--- src/rtl/svc_axil_arbiter_rd.sv ---
// rtl/svc_axil_arbiter_rd.sv - round-robin arbiter sharing one AXI-lite read port among NUM_M managers
//
// Purpose: grants one upstream manager at a time (round-robin, one outstanding
// transaction), forwards its AR to the downstream port and steers the R
// response back only to the granted manager.
//
// Optional feature macro: SVC_AXIL_ARBITER_RD_TIMEOUT_EN
//   When defined, a response that does not arrive within TIMEOUT_CYCLES of
//   entering R is answered locally with DEADBEEF/SLVERR, and the late
//   downstream response is drained and discarded.
//
// Ports:
//   clk, rst_n                  clock, asynchronous active-low reset
//   s_axil_ar{valid,addr,ready} per-manager read address channels (flattened)
//   s_axil_r{valid,data,resp,ready} per-manager read data channels (flattened)
//   m_axil_ar{valid,addr,ready} downstream read address channel
//   m_axil_r{valid,data,resp,ready} downstream read data channel
module svc_axil_arbiter_rd #(
  parameter int AXIL_ADDR_WIDTH = 32,
  parameter int AXIL_DATA_WIDTH = 32,
  parameter int NUM_M           = 3,
  parameter int TIMEOUT_CYCLES  = 256
) (
  input  logic                               clk,
  input  logic                               rst_n,
  input  logic [NUM_M-1:0]                   s_axil_arvalid,
  input  logic [NUM_M*AXIL_ADDR_WIDTH-1:0]   s_axil_araddr,
  output logic [NUM_M-1:0]                   s_axil_arready,
  output logic [NUM_M-1:0]                   s_axil_rvalid,
  output logic [NUM_M*AXIL_DATA_WIDTH-1:0]   s_axil_rdata,
  output logic [NUM_M*2-1:0]                 s_axil_rresp,
  input  logic [NUM_M-1:0]                   s_axil_rready,
  output logic                               m_axil_arvalid,
  output logic [AXIL_ADDR_WIDTH-1:0]         m_axil_araddr,
  input  logic                               m_axil_arready,
  input  logic                               m_axil_rvalid,
  input  logic [AXIL_DATA_WIDTH-1:0]         m_axil_rdata,
  input  logic [1:0]                         m_axil_rresp,
  output logic                               m_axil_rready
);

  localparam int AW = AXIL_ADDR_WIDTH;
  localparam int DW = AXIL_DATA_WIDTH;
  localparam int IW = (NUM_M > 1) ? $clog2(NUM_M) : 1;

`ifdef SVC_AXIL_ARBITER_RD_TIMEOUT_EN
  localparam int CW = $clog2(TIMEOUT_CYCLES + 1);
  localparam logic [DW-1:0] TO_DATA = DW'(32'hDEAD_BEEF);
  typedef enum logic [2:0] {IDLE, AR, R, TMO, DRAIN} state_t;
`else
  typedef enum logic [1:0] {IDLE, AR, R} state_t;
`endif

  state_t          state_q, state_d;
  logic [IW-1:0]   rr_ptr_q, rr_ptr_d;
  logic [IW-1:0]   gnt_q, gnt_d;
  logic [AW-1:0]   araddr_q, araddr_d;
  logic            active_q, active_d;
`ifdef SVC_AXIL_ARBITER_RD_TIMEOUT_EN
  logic [CW-1:0]   cnt_q, cnt_d;
`endif

  // Round-robin search: first requester at or after rr_ptr, wrapping at NUM_M.
  logic            arb_found;
  logic [IW-1:0]   arb_idx;
  logic [AW-1:0]   arb_addr;
  int              cand;

  always_comb begin
    arb_found = 1'b0;
    arb_idx   = '0;
    arb_addr  = '0;
    cand      = 0;
    for (int i = 0; i < NUM_M; i++) begin
      cand = int'(rr_ptr_q) + i;
      if (cand >= NUM_M) cand = cand - NUM_M;
      if (!arb_found && s_axil_arvalid[IW'(cand)]) begin
        arb_found = 1'b1;
        arb_idx   = IW'(cand);
      end
    end
    for (int k = 0; k < NUM_M; k++) begin
      if (IW'(k) == arb_idx) arb_addr = s_axil_araddr[k*AW +: AW];
    end
  end

  // Granted manager's R ready, and the pointer value after it is served.
  logic          gnt_rready;
  logic [IW-1:0] next_ptr;

  always_comb begin
    gnt_rready = 1'b0;
    for (int k = 0; k < NUM_M; k++) begin
      if (IW'(k) == gnt_q) gnt_rready = s_axil_rready[k];
    end
    next_ptr = (gnt_q == IW'(NUM_M - 1)) ? '0 : gnt_q + 1'b1;
  end

  always_ff @(posedge clk or negedge rst_n) begin
    if (!rst_n) begin
      state_q  <= IDLE;
      rr_ptr_q <= '0;
      gnt_q    <= '0;
      araddr_q <= '0;
      active_q <= 1'b0;
`ifdef SVC_AXIL_ARBITER_RD_TIMEOUT_EN
      cnt_q    <= '0;
`endif
    end else begin
      state_q  <= state_d;
      rr_ptr_q <= rr_ptr_d;
      gnt_q    <= gnt_d;
      araddr_q <= araddr_d;
      active_q <= active_d;
`ifdef SVC_AXIL_ARBITER_RD_TIMEOUT_EN
      cnt_q    <= cnt_d;
`endif
    end
  end

  always_comb begin
    state_d        = state_q;
    rr_ptr_d       = rr_ptr_q;
    gnt_d          = gnt_q;
    araddr_d       = araddr_q;
    active_d       = active_q;
`ifdef SVC_AXIL_ARBITER_RD_TIMEOUT_EN
    cnt_d          = cnt_q;
`endif
    s_axil_arready = '0;
    s_axil_rvalid  = '0;
    s_axil_rdata   = '0;
    s_axil_rresp   = '0;
    m_axil_arvalid = (state_q == AR);
    m_axil_araddr  = araddr_q;
    m_axil_rready  = 1'b0;

    case (state_q)
      IDLE: begin
        // rst_n gates the grant so arready stays low while reset is held.
        if (arb_found && rst_n && !active_q) begin
          for (int k = 0; k < NUM_M; k++) begin
            if (IW'(k) == arb_idx) s_axil_arready[k] = 1'b1;
          end
          araddr_d = arb_addr;
          gnt_d    = arb_idx;
          active_d = 1'b1;
          state_d  = AR;
        end
      end

      AR: begin
        if (m_axil_arready) begin
          state_d = R;
`ifdef SVC_AXIL_ARBITER_RD_TIMEOUT_EN
          cnt_d   = '0;
`endif
        end
      end

      R: begin
        for (int k = 0; k < NUM_M; k++) begin
          if (IW'(k) == gnt_q) begin
            s_axil_rvalid[k]          = m_axil_rvalid;
            s_axil_rdata[k*DW +: DW]  = m_axil_rdata;
            s_axil_rresp[k*2 +: 2]    = m_axil_rresp;
          end
        end
        m_axil_rready = gnt_rready;
        if (m_axil_rvalid && gnt_rready) begin
          rr_ptr_d = next_ptr;
          active_d = 1'b0;
          state_d  = IDLE;
        end
`ifdef SVC_AXIL_ARBITER_RD_TIMEOUT_EN
        // A response present in the firing cycle wins over the timeout.
        else if (!m_axil_rvalid && cnt_q == CW'(TIMEOUT_CYCLES - 1)) begin
          state_d = TMO;
        end else if (cnt_q != CW'(TIMEOUT_CYCLES - 1)) begin
          cnt_d = cnt_q + 1'b1;
        end
`endif
      end

`ifdef SVC_AXIL_ARBITER_RD_TIMEOUT_EN
      TMO: begin
        // Locally generated error; the late downstream response is held off
        // (rready low) until DRAIN.
        for (int k = 0; k < NUM_M; k++) begin
          if (IW'(k) == gnt_q) begin
            s_axil_rvalid[k]          = 1'b1;
            s_axil_rdata[k*DW +: DW]  = TO_DATA;
            s_axil_rresp[k*2 +: 2]    = 2'b10;
          end
        end
        if (gnt_rready) begin
          rr_ptr_d = next_ptr;
          state_d  = DRAIN;
        end
      end

      DRAIN: begin
        m_axil_rready = 1'b1;
        if (m_axil_rvalid) begin
          active_d = 1'b0;
          state_d  = IDLE;
        end
      end
`endif

      default: state_d = IDLE;
    endcase
  end

endmodule

--- config.mk ---
export PLATFORM = sky130hd
export DESIGN_NAME = svc_axil_arbiter_rd
export DESIGN_NICKNAME = d
export VERILOG_FILES = /design/src/rtl/svc_axil_arbiter_rd.sv
export SDC_FILE = /design/constraint.sdc
export NUM_CORES = 1
export LEC_CHECK = 0
export BUFFER_PORTS_ARGS = -buffer_cell sky130_fd_sc_hd__buf_2
export CAP_MARGIN = 20
export CORE_ASPECT_RATIO = 1.25
export CORE_MARGIN = 4
export CORE_UTILIZATION = 25
export DETAILED_ROUTE_END_ITERATION = 16
export SLEW_MARGIN = 20
export SYNTH_ARGS = -nofsm -noshare
export SYNTH_HDL_FRONTEND = slang
export SYNTH_SLANG_ARGS = --single-unit
--- constraint.sdc ---
create_clock -name clk -period 2.8 [get_ports clk]
set_input_delay 0.56 -clock clk [delete_from_list [all_inputs] [get_ports clk]]
set_output_delay 0.56 -clock clk [all_outputs]
set_load 0.01 [all_outputs]
Yosys cells after proc, flatten, opt, wreduce, memory -nomap -nowiden
Index checks and enable logic that the tools add are counted.
{"block": "op_classes", "n_mux": 50, "addsub": 6, "multipliers": 0, "magnitude_cmp": 6, "shift": 0, "reduce_logical": 16, "n_bitwise": 0, "eq_ne": 10, "n_div": 0}
{"cell": "$mux 32", "n": 6}
{"cell": "$mux 96", "n": 1}
{"cell": "$mux 2", "n": 13}
{"cell": "$mux 1", "n": 21}
{"cell": "$lt 2x4->1 const B", "n": 3}
{"cell": "$mux 3", "n": 3}
{"cell": "$bmux 1 s2", "n": 3}
{"cell": "$ge 3x2->1 const B", "n": 2}
{"cell": "$logic_not 2->1", "n": 3}
{"cell": "$mux 6", "n": 1}
{"cell": "$pmux 2 s3", "n": 1}
{"cell": "$reduce_and 3->1", "n": 2}
{"cell": "$sub 2x2->2 const B", "n": 3}
{"cell": "$logic_and 1x1->1", "n": 5}
{"cell": "$eq 1x2->1 const A", "n": 2}
{"cell": "$eq 2x2->1 const A", "n": 2}
{"cell": "$eq 2x2->1 const B", "n": 2}
{"cell": "$ne 2x2->1 const B", "n": 2}
{"cell": "$reduce_and 2->1", "n": 2}
{"cell": "$add 2x1->3 const B", "n": 1}
{"cell": "$add 2x2->3 const B", "n": 1}
{"cell": "$logic_not 1->1", "n": 3}
{"cell": "$add 2x1->2 const B", "n": 1}
{"cell": "$eq 2x1->1 const B", "n": 1}
{"cell": "other kinds (4)", "n": 4}
{"block": "totals", "n_memories": 0, "mem_bits_ro": 0, "register_bits": 39, "ramBits": 0, "in_bits": 140, "latch_bits": 0}

Logic depth before layout (Yosys ltp)
Gate-level depths: netlist of the first run.
{"block": "depth", "ltp_word": 16, "ltp_mapped": 10, "mapped_depth_nobuf": 7}

Worst setup path after synthesis of the first run
No wires, ideal clock.
{"block": "synth_timing", "kind": "register -> output", "startpoint": "reg rr_ptr_q[0]", "endpoint": "out s_axil_arready[0]", "slack_ns": 0.315, "required_time_ns": 2.240, "stages_incl_launch_ff": 9, "arrival_ns": 1.925, "path_cell_list": "dfrtp_1 -> inv_1 -> ha_1 -> mux2i_1 -> o221ai_2 -> o22a_1 -> buf_6 -> clkbuf_1 -> nor3_1"}
{"block": "synth_via", "elab_chain_cells": 16, "elab_cells_between_ends": 36, "classes_between": "add/sub (5); order compare (3); mux (21); reduce/logical (7)"}
{"item": "start, declared", "line_no": "55", "text": "logic [IW-1:0] rr_ptr_q, rr_ptr_d;"}
{"item": "start signal, assigned", "line_no": "111", "text": "rr_ptr_q <= rr_ptr_d;"}
{"item": "branches (longest 14 deep; another with $add 2x1->3)"}
{"item": "$mux 3 (*)", "line_no": "141", "text": "if (arb_found && rst_n && !active_q) begin"}
{"item": "$mux 3 (*)", "line_no": "138", "text": "case (state_q)"}
{"item": "end, declared", "line_no": "28", "text": "output logic [NUM_M-1:0] s_axil_arready,"}
Mark *: on every way between the ends. The select of a mux whose other input is x is not followed.

Worst setup path in the final report of the first run
{"block": "layout_timing", "startpoint": "reg rr_ptr_q[0]", "endpoint": "out s_axil_arready[1]"}
{"block": "layout_via", "elab_chain_cells": 16, "elab_cells_between_ends": 36, "classes_between": "add/sub (5); order compare (3); eq/ne (1); mux (21); reduce/logical (6)"}
{"item": "branches (longest 14 deep; another with $add 2x1->3)"}
{"item": "$mux 3 (*)", "line_no": "141"}
{"item": "$mux 3 (*)", "line_no": "138"}
Marks and branches as above.

==> flow_summary.toml, run 1 <==
[floorplanning]
die-area_mm2 = 0.0148
die_h_um = 135
core_mm2 = 0.0127
rows = 46
die-width_um = 110
ios = 282
initial_core_util_pct = 25.4

[sta]
finalMaxSlewViolations = 0
finalCritPeriodShare_pct = 97.4
finalHoldViolations = 0
hold_ws_ps = 384
finalSetupViolCount = 0
fin_ws_ps = 71.9
max_freq_ghz = 0.367
fin_crit_ps = 2730
skew_ps = 7.88
fin_tns_setup_ps = 0
rsz0062_at_grt = "true"
worstMarginPinSlew_ps = 652
slew-limit-headroom_pct = 56.5

[global_routing]
antenna_found_initial = 1
grt_pass1_vias = 3914
grt_pass1_wl_um = 19400
use_met1_pct = 16.9
track_usage_pct = 16.5
grt_max_degree = 40
met2_usage_pct = 32.3
grt_busiest_layer = "met2"
gr-total-overflow = 0
met3_usage_pct = 4.54

[synthesis]
synth_top_family_by_area = "simple AND/OR/NAND/NOR gates"
synth_top_area_share_pct = 30.3
syn_nets = 504
synth_area_mm2 = 0.00322
yosys-top-cells-count = "and2_1 (104), dfrtp_1 (39), nand2_1 (38), mux2i_1 (35), nand4_1 (32)"
synth_compound_area_share_pct = 16.4
synthSimpleGateAreaFrac_pct = 35.2
synthArstFlopShare_pct = 100
avgSynthCellArea_um2 = 8.95
synthCells = 360
muxShareOfSynthArea_pct = 10.9
synth.yosys.warnings = 0
ys.flop_type = "dfrtp_1"
synth.area.top_cells = "dfrtp_1 (30%), and2_1 (20%), o211ai_2 (12%)"
yosysMostFrequentCell = "and2_1"
yosys.area.top_type = "dfrtp_1"
synthAdderAreaFrac_pct = 1.55
synth-edff-count = 0
ys_ff_latch = 39
yosysSeqAreaShare_pct = 30.3
synthDistinctLibCells = 37
synth-xor-area-share_pct = 0

[clock_tree]
cts_buffers = 5
postCtsHoldBufs = 0
clock_path_buffers = 2
cts_tree = "done"
clk_pin_slew_ps = 70
cts.sinks = 39
clock_latency_ps = 280
htreeDepth = 2
clock-root-buffer = "clkbuf_16"

[drt]
viasPerCell = 4.65
first_pass_iters = 4
wire_per_inst_um = 16.3
via_count = 3722
antenna_left = 0
drt-initial-drc-count = 121
drc = 0
wl_um = 13100

[cells_and_area]
instances_no_fill = 801
syn_to_final_growth_pct = 56.8
antennaDiodeCount = 0
drive_gt1_share_pct = 55.0
nets = 776
num-fill-cells = 1348

[status]
status = "complete, no violations"

[pwr]
ir_drop_mv = 0.286
power.total_mw = 4.02
p_per_area_mw_per_mm2 = 797
cellLeakagePower_nw = 2.83

[worst_setup_path]
end_kind = "primary output"
cp-startpoint = "rr_ptr_q[0]"
crit_type = "reg -> out"
required_ps = 2240
cp_slowest_stage_delay_ps = 420
worstPathMaxFanout = 4
start_kind = "register"
cp_cell_sequence = "inv_1, ha_2, mux2i_4, o221ai_4, o221ai_4, nor2b_2, buf_2"
critical-path-slowest-cell = "dfrtp_1"
r2r_start = "rr_ptr_q[0]"
arrival_ps = 2170
crit_path_frequent_cell = "o221ai_4"

[placed_design]
place.gp.congestion = 0.842
place.detailed.hpwl_um = 10500
dp.cells = 792
post-place-ws_ps = 271
io_buffer_count = 281

[run]
maxCapViolCount = 0

[worst_hold_path]
hp-class = "in -> async"
==> kinds of logic (layout without fill, tap and decap cells) <==
logic type / Yosys count / count (layout)
and+or+nand+nor: 197 / 197
AOI/OAI and AO/OA: 49 / 49
DFF: 39 / 39
buffers and inverters: 36 / 309
muxes: 35 / 35
adders and majority gates: 4 / 4
==> per-stage QoR <==
step           utilization, %  area, µm²
2_1_floorplan               -       3220
3_3_place_gp             37.9       4800
3_5_place_dp             37.9       4800
4_1_cts                  39.3       4980
5_1_grt                  39.9       5050
6_report                 39.9       5050
==> routing by layer <==
layer | routed length (µm) | part of all wire, %
met4 | 166 | 1.3
met1 | 4510 | 35
met3 | 1260 | 9.7
met2 | 7100 | 54
met5 | 20 | 0.15
==> area by class of cell <==
type / count / area [µm²] / share of cell area [%]
clock buffer: 5 / 125 / 2.48
clock inverter: 3 / 46.3 / 0.917
inverter: 5 / 18.8 / 0.372
multi-input combinational: 285 / 2150 / 42.7
sequential: 39 / 976 / 19.3
tap: 168 / 210 / 4.16
timing repair buffer: 296 / 1520 / 30.1
==> worst max-delay path, delay by kind of cell, from the launching register on <==
kind                     cells  cell delay, ps
adder cells (fa/ha/maj)      1             270
AND/OR/NAND/NOR              1             220
multiplexers                 1             290
flip-flops                   1             420
buffers and inverters        2             250
AO/OA/AOI/OAI                2             440
==> final timing paths <==
| path | endpoint | slack (ps) | cells after the start |
|---|---|---|---|
| max | s_axil_arready[1] | 70 | 7 |
| min | m_axil_araddr[28] | 380 | 2 |
| max reg2reg | m_axil_araddr[25] | 420 | 8 |
| min reg2reg | m_axil_araddr[2] | 480 | 2 |
| max in group asynchronous | m_axil_araddr[9] | 2040 | 2 |
| min in group clk | m_axil_araddr[2] | 480 | 2 |
==> what timing repair did <==
action / 4_1_cts / 5_1_grt
setup buffers: 0 / 1
setup endpoints to repair: 2 / 3
pin swaps: 0 / 3
gates resized for setup: 0 / 10
==> report_power, final <==
part | internal (mW) | leakage [nW] | total [mW] | switching (mW)
Clock | 0.424 | 0.0804 | 0.669 | 0.245
Sequential | 0.820 | 0.490 | 0.993 | 0.173
Combinational | 0.992 | 2.26 | 2.36 | 1.37
==> sequential cells by signal, summed over array words and instances (netlist names) <==
| register | count |
|---|---|
| active_q | 1 |
| gnt_q | 2 |
| m_axil_araddr | 32 |
| rr_ptr_q | 2 |
| state_q | 2 |
==> cells in the final DEF, fill, tap and decap left out, types with 3 or more instances in the layout <==
cell	synthesis	routed
buf_2	1	281
and2_1	104	104
dfrtp_1	39	39
nand2_1	38	38
mux2i_1	35	34
nand4_1	32	32
o211ai_2	30	30
buf_4	2	15
inv_1	5	5
nand2b_1	6	5
clkbuf_16	0	5
nor2_1	4	4
a21o_1	3	3
Power figures use the tool's default switching activity.
==> run 2, diff against run 1 <==
--- a/config.mk
+++ b/config.mk
@@ -11,6 +11,8 @@
 export CORE_MARGIN = 4
 export CORE_UTILIZATION = 25
 export DETAILED_ROUTE_END_ITERATION = 16
+export MAX_ROUTING_LAYER = met4
+export REMOVE_ABC_BUFFERS = 1
 export SLEW_MARGIN = 20
 export SYNTH_ARGS = -nofsm -noshare
 export SYNTH_HDL_FRONTEND = slang
==> constraint.sdc (replaced) <==
create_clock -name clk -period 2.8 [get_ports clk]
set_input_delay 0.56 -clock clk [delete_from_list [all_inputs] [get_ports clk]]
set_output_delay 0.56 -clock clk [all_outputs]
set_load 0.1 [all_outputs]
==> run 2 against run 1 <==
  * Global-route usage rose by 3.5 points
  * Worst hold slack gained 38 ps
  * Wire length is 16% higher
  * Critical endpoint is now s_axil_arready[2]
  * Non-clock buffer count shrank 4
  * Largest power group unchanged
==> flow_summary.toml, run 2 (synthesis results as in run 1) <==
[global_routing]
grt_pass1_vias = 3865
gr-total-overflow = 0
grt_max_degree = 40
antenna_found_initial = 0
grt_pass1_wl_um = 21900
track_usage_pct = 20.1

[worst_setup_path]
arrival_ps = 2180
required_ps = 2240
cp-startpoint = "rr_ptr_q[0]"
start_kind = "register"
critical-path-slowest-cell = "dfrtp_2"
cp_slowest_stage_delay_ps = 450
worstPathMaxFanout = 4
cp_cell_sequence = "inv_2, ha_4, mux2i_4, o221ai_4, o22a_2, and2_2, buf_12"
crit_type = "reg -> out"
r2r_start = "rr_ptr_q[0]"
end_kind = "primary output"

[cells_and_area]
drive_gt1_share_pct = 55.8
final_common_cell = "buf_2"
num-fill-cells = 1200
nets = 772
layout_common_cells = "buf_2 (214), and2_1 (103), buf_12 (60), nand2_1 (38), dfrtp_1 (37)"
syn_to_final_growth_pct = 85.3
antennaDiodeCount = 0
final_util_pct = 47.1
largest_register_ffs = 32

[sta]
fin_tns_setup_ps = 0
skew_ps = 4.72
finalCritPeriodShare_pct = 98.0
finalSetupViolCount = 0
fin_crit_ps = 2740
worstMarginPinSlew_ps = 677
finalMaxSlewViolations = 0
slew-limit-headroom_pct = 54.9
finalHoldViolations = 0
max_freq_ghz = 0.364

[pwr]
p_per_area_mw_per_mm2 = 1120
ir_drop_mv = 0.700
cellLeakagePower_nw = 2.98

[drt]
wl_um = 15200
antenna_left = 0
drc = 0
drt-initial-drc-count = 122
viasPerCell = 4.78
first_pass_iters = 4
wire_per_inst_um = 19.0
via_count = 3806

[status]
status = "complete, no violations"

[clock_tree]
cts_buffers = 5
postCtsHoldBufs = 0
htreeDepth = 2
cts_tree = "done"
clock-root-buffer = "clkbuf_16"
cts.sinks = 39
clk_pin_slew_ps = 60
clock_latency_ps = 280
clock_path_buffers = 2

[placed_design]
io_buffer_count = 281
place.gp.congestion = 0.909
place.detailed.hpwl_um = 12400

[floorplanning]
ios = 282
initial_core_util_pct = 25.4
die_h_um = 135
core_mm2 = 0.0127
rows = 46
die-width_um = 110
die-area_mm2 = 0.0148

[worst_hold_path]
hp-class = "in -> async"

[run]
maxCapViolCount = 0
[run 2: power by group]
part           switching, mW  total (mW)  leakage (nW)  internal, mW
sequential             0.182        1.00         0.488         0.823
combinational           3.87        5.02          2.40          1.15
clock                  0.230       0.673        0.0868         0.443
total                   4.28        6.70          2.98          2.42
[run 2: routing by layer]
layer / global-route usage [%] / part of all wire (%) / vias up
li1: - / - / 1787
met1: 20.8 / 35 / 1784
met2: 33.8 / 50 / 216
met3: 7.99 / 13 / 19
met4: 7.62 / 2.8 / 0
met5: - / 0 / -
[run 2: final timing paths]
kind / depth (start not counted) / endpoint / slack, ps
worst max-delay path: 7 / s_axil_arready[2] / 60
worst min-delay path: 2 / m_axil_araddr[21] / 420
worst max register to register: 8 / m_axil_araddr[18] / 200
worst min register to register: 2 / m_axil_araddr[15] / 490
max in group asynchronous: 2 / rr_ptr_q[1] / 1980
min in group clk: 2 / m_axil_araddr[15] / 490
[run 2: cell type report]
| cell class | count | area [µm²] | share of cell area (%) |
|---|---|---|---|
| timing repair buffer | 292 | 2410 | 40.3 |
| multi-input combinational | 285 | 2180 | 36.5 |
| sequential | 39 | 978 | 16.4 |
| tap | 168 | 210 | 3.52 |
| clock buffer | 6 | 139 | 2.33 |
| clock inverter | 2 | 35.0 | 0.587 |
| inverter | 5 | 18.8 | 0.315 |
[run 2: metrics by stage]
step                      total power [mW]  hold slack (ps)  instance area [µm²]  cells  worst slack (ps)
after floorplan                       4.78              264                 3050    329             -3280
after global placement                5.85              470                 5680    787               170
after detailed placement              5.93              464                 5680    787              78.1
after CTS                             6.66              438                 5900    795             -8.44
after global routing                  6.98              482                 5970    797             -19.0
final                                 6.70              422                 5970    797              56.3
[run 2: what timing repair did]
action                                  in CTS  in global routing
resized for setup                            8                 17
pin swaps                                    2                  3
endpoints found under the setup margin       3                 39
setup buffers                                0                  2
[run 2: worst max-delay path, delay by kind of cell (launching register included)]
family	cells	cell delay [ps]
and+or+nand+nor	1	240
muxes	1	270
adders and majority gates	1	190
buffers and inverters	2	270
AOI/OAI and AO/OA	2	490
DFF	1	450
==> run 3, diff against run 2 <==
--- a/config.mk
+++ b/config.mk
@@ -7,11 +7,11 @@
 export LEC_CHECK = 0
 export BUFFER_PORTS_ARGS = -buffer_cell sky130_fd_sc_hd__buf_2
 export CAP_MARGIN = 20
-export CORE_ASPECT_RATIO = 1.25
-export CORE_MARGIN = 4
-export CORE_UTILIZATION = 25
+export CORE_AREA = 4 4 108 110
 export DETAILED_ROUTE_END_ITERATION = 16
+export DIE_AREA = 0 0 112 114
 export MAX_ROUTING_LAYER = met4
+export PLACE_DENSITY = 0.66
 export REMOVE_ABC_BUFFERS = 1
 export SLEW_MARGIN = 20
 export SYNTH_ARGS = -nofsm -noshare
==> constraint.sdc (replaced) <==
create_clock -name clk -period 2.8 [get_ports clk]
set_input_delay 0.56 -clock clk [delete_from_list [all_inputs] [get_ports clk]]
set_output_delay 0.56 -clock clk [all_outputs]
set_load 0.05 [all_outputs]
==> run 3 against run 2 <==
  * Global-route usage increased by 0.13 points
  * Worst hold slack got worse by 56 ps
  * Die area decreased by 14%
  * Fmax increased by 2.5%
  * Sequential power about the same
  * Power decreased by 28%
  * Clock power decreased by 45%
  * Wire length decreased by 12%
  * Largest cell class is now multi-input combinational cells
==> flow_summary.toml, run 3 (synthesis results as in run 1) <==
[worst_setup_path]
start_kind = "register"
r2r_start = "rr_ptr_q[1]"
end_kind = "primary output"
ff2ff_path_depth = 7
worstPathMaxFanout = 7
crit_type = "reg -> out"
arrival_ps = 2120
cp_slowest_stage_delay_ps = 420
critical-path-slowest-cell = "dfrtp_1"
r2r-end = "m_axil_araddr[6]"
r2r_slack_ps = 200
required_ps = 2240
cp_cell_sequence = "inv_2, ha_4, nand3b_1, o221ai_4, o22a_1, and2_2, buf_12"

[drt]
wl_um = 13400
antenna_left = 0
viasPerCell = 4.89
first_pass_iters = 5
drc = 0
via_count = 3772
wire_per_inst_um = 17.4
drt-initial-drc-count = 125

[clock_tree]
cts_buffers = 5
postCtsHoldBufs = 0
htreeDepth = 2
clock-root-buffer = "clkbuf_8"
clock_path_buffers = 2
cts_tree = "done"
clk_pin_slew_ps = 80
clock_latency_ps = 290
cts.sinks = 39

[placed_design]
place.detailed.hpwl_um = 10800
place.gp.congestion = 0.953
dp.cells = 759
io_buffer_count = 281
dpl_cell_area_mm2 = 0.00477

[pwr]
p_switching_mw = 2.83
combPwrFrac_pct = 71.8
ir_drop_mv = 0.599
cellLeakagePower_nw = 2.81
clkPwrFrac_pct = 7.7
internal-power_mw = 2.00
p_per_area_mw_per_mm2 = 972
swShare_pct = 58.6
p_seq_share_pct = 20.6

[worst_hold_path]
hp-class = "in -> async"

[cells_and_area]
syn_to_final_growth_pct = 54.2
nets = 776
final_common_cell = "buf_2"
layout_common_cells = "buf_2 (278), and2_1 (103), dfrtp_1 (38), nand2_1 (37), mux2i_1 (34)"
drive_gt1_share_pct = 55.7
num-fill-cells = 1075
instances_no_fill = 772
design_area_mm2 = 0.00497
largest_register_ffs = 32
antennaDiodeCount = 0

[global_routing]
track_usage_pct = 20.2
gr-total-overflow = 0
grt_pass1_vias = 3711
grt_pass1_wl_um = 20100
antenna_found_initial = 0
grt_max_degree = 40

[sta]
rsz0062_at_grt = "false"
worstMarginPinSlew_ps = 977
finalSetupViolCount = 0
finalHoldViolations = 0
finalCritPeriodShare_pct = 95.6
finalMaxSlewViolations = 0
max_freq_ghz = 0.374
slew-limit-headroom_pct = 34.9
fin_tns_setup_ps = 0
skew_ps = 6.10
fin_crit_ps = 2680

[floorplanning]
die-width_um = 112
rows = 38
core_mm2 = 0.0107
initial_core_util_pct = 30.1
die-area_mm2 = 0.0128
ios = 282
die_h_um = 114

[status]
status = "complete, no violations"

[run]
maxCapViolCount = 0
[run 3: per-layer routing]
layer / vias to the layer above / GRT usage (%) / share of wire, % / wire (µm)
met1: 1745 / 22.6 / 37 / 4950
li1: 1800 / - / - / -
met3: 21 / 2.92 / 7.9 / 1060
met2: 206 / 37.4 / 53 / 7050
met4: 0 / 5.93 / 2.5 / 340
met5: - / - / 0 / 0
[run 3: repair_timing]
item	CTS	global route
setup endpoints to repair	3	5
pin swaps	1	2
gates resized for setup	9	7
endpoints found under the hold margin	0	0
buffers inserted	2	4
cloned	0	0
[run 3: worst max path at each step]
stage                      startpoint                end  slack [ps]
after floorplan                 rst_n  s_axil_arready[0]       -2280
after global placement    rr_ptr_q[0]   m_axil_araddr[6]         210
after detailed placement  rr_ptr_q[0]   m_axil_araddr[6]         130
after CTS                 rr_ptr_q[1]  s_axil_arready[0]          20
after global routing      rr_ptr_q[1]  s_axil_arready[2]         0.7
final                     rr_ptr_q[0]  s_axil_arready[2]         120
[run 3: worst max-delay path, delay by kind of cell, from the launching register on]
family | cells | cell delay (ps)
buffers and inverters | 2 | 240
AOI/OAI and AO/OA | 2 | 440
and+or+nand+nor | 2 | 430
DFF | 1 | 420
adders and majority gates | 1 | 300
[run 3: final cells by class]
cell class	count	area [µm²]	share of cell area, %
repair buffers	296	1550	31.2
flip-flops and latches	39	977	19.7
well taps	140	175	3.53
clock buffers	5	68.8	1.39
clock inverters	2	13.8	0.277
inverters	5	18.8	0.378
multi-input cells	285	2160	43.5
[run 3: per-stage QoR]
| stage | total power [mW] | setup slack (ps) | util, % | hold slack (ps) |
|---|---|---|---|---|
| 2_1_floorplan | 3.45 | -2280 | - | 264 |
| 3_3_place_gp | 4.32 | 205 | 44.6 | 465 |
| 3_5_place_dp | 4.37 | 133 | 44.6 | 470 |
| 4_1_cts | 4.83 | 16.7 | 46.0 | 391 |
| 5_1_grt | 5.11 | 0.701 | 46.4 | 411 |
| 6_report | 4.83 | 124 | 46.4 | 365 |
[run 3: power by group through the flow]
| stage | clock, mW | sequential (mW) | combinational [mW] |
|---|---|---|---|
| 6_report | 0.370 | 0.993 | 3.46 |
| 5_1_grt | 0.411 | 1.03 | 3.67 |
| 4_1_cts | 0.388 | 0.995 | 3.45 |
| 3_5_place_dp | 0 | 0.991 | 3.38 |
| 3_3_place_gp | 0 | 0.993 | 3.33 |
| 2_1_floorplan | 0 | 1.71 | 1.74 |
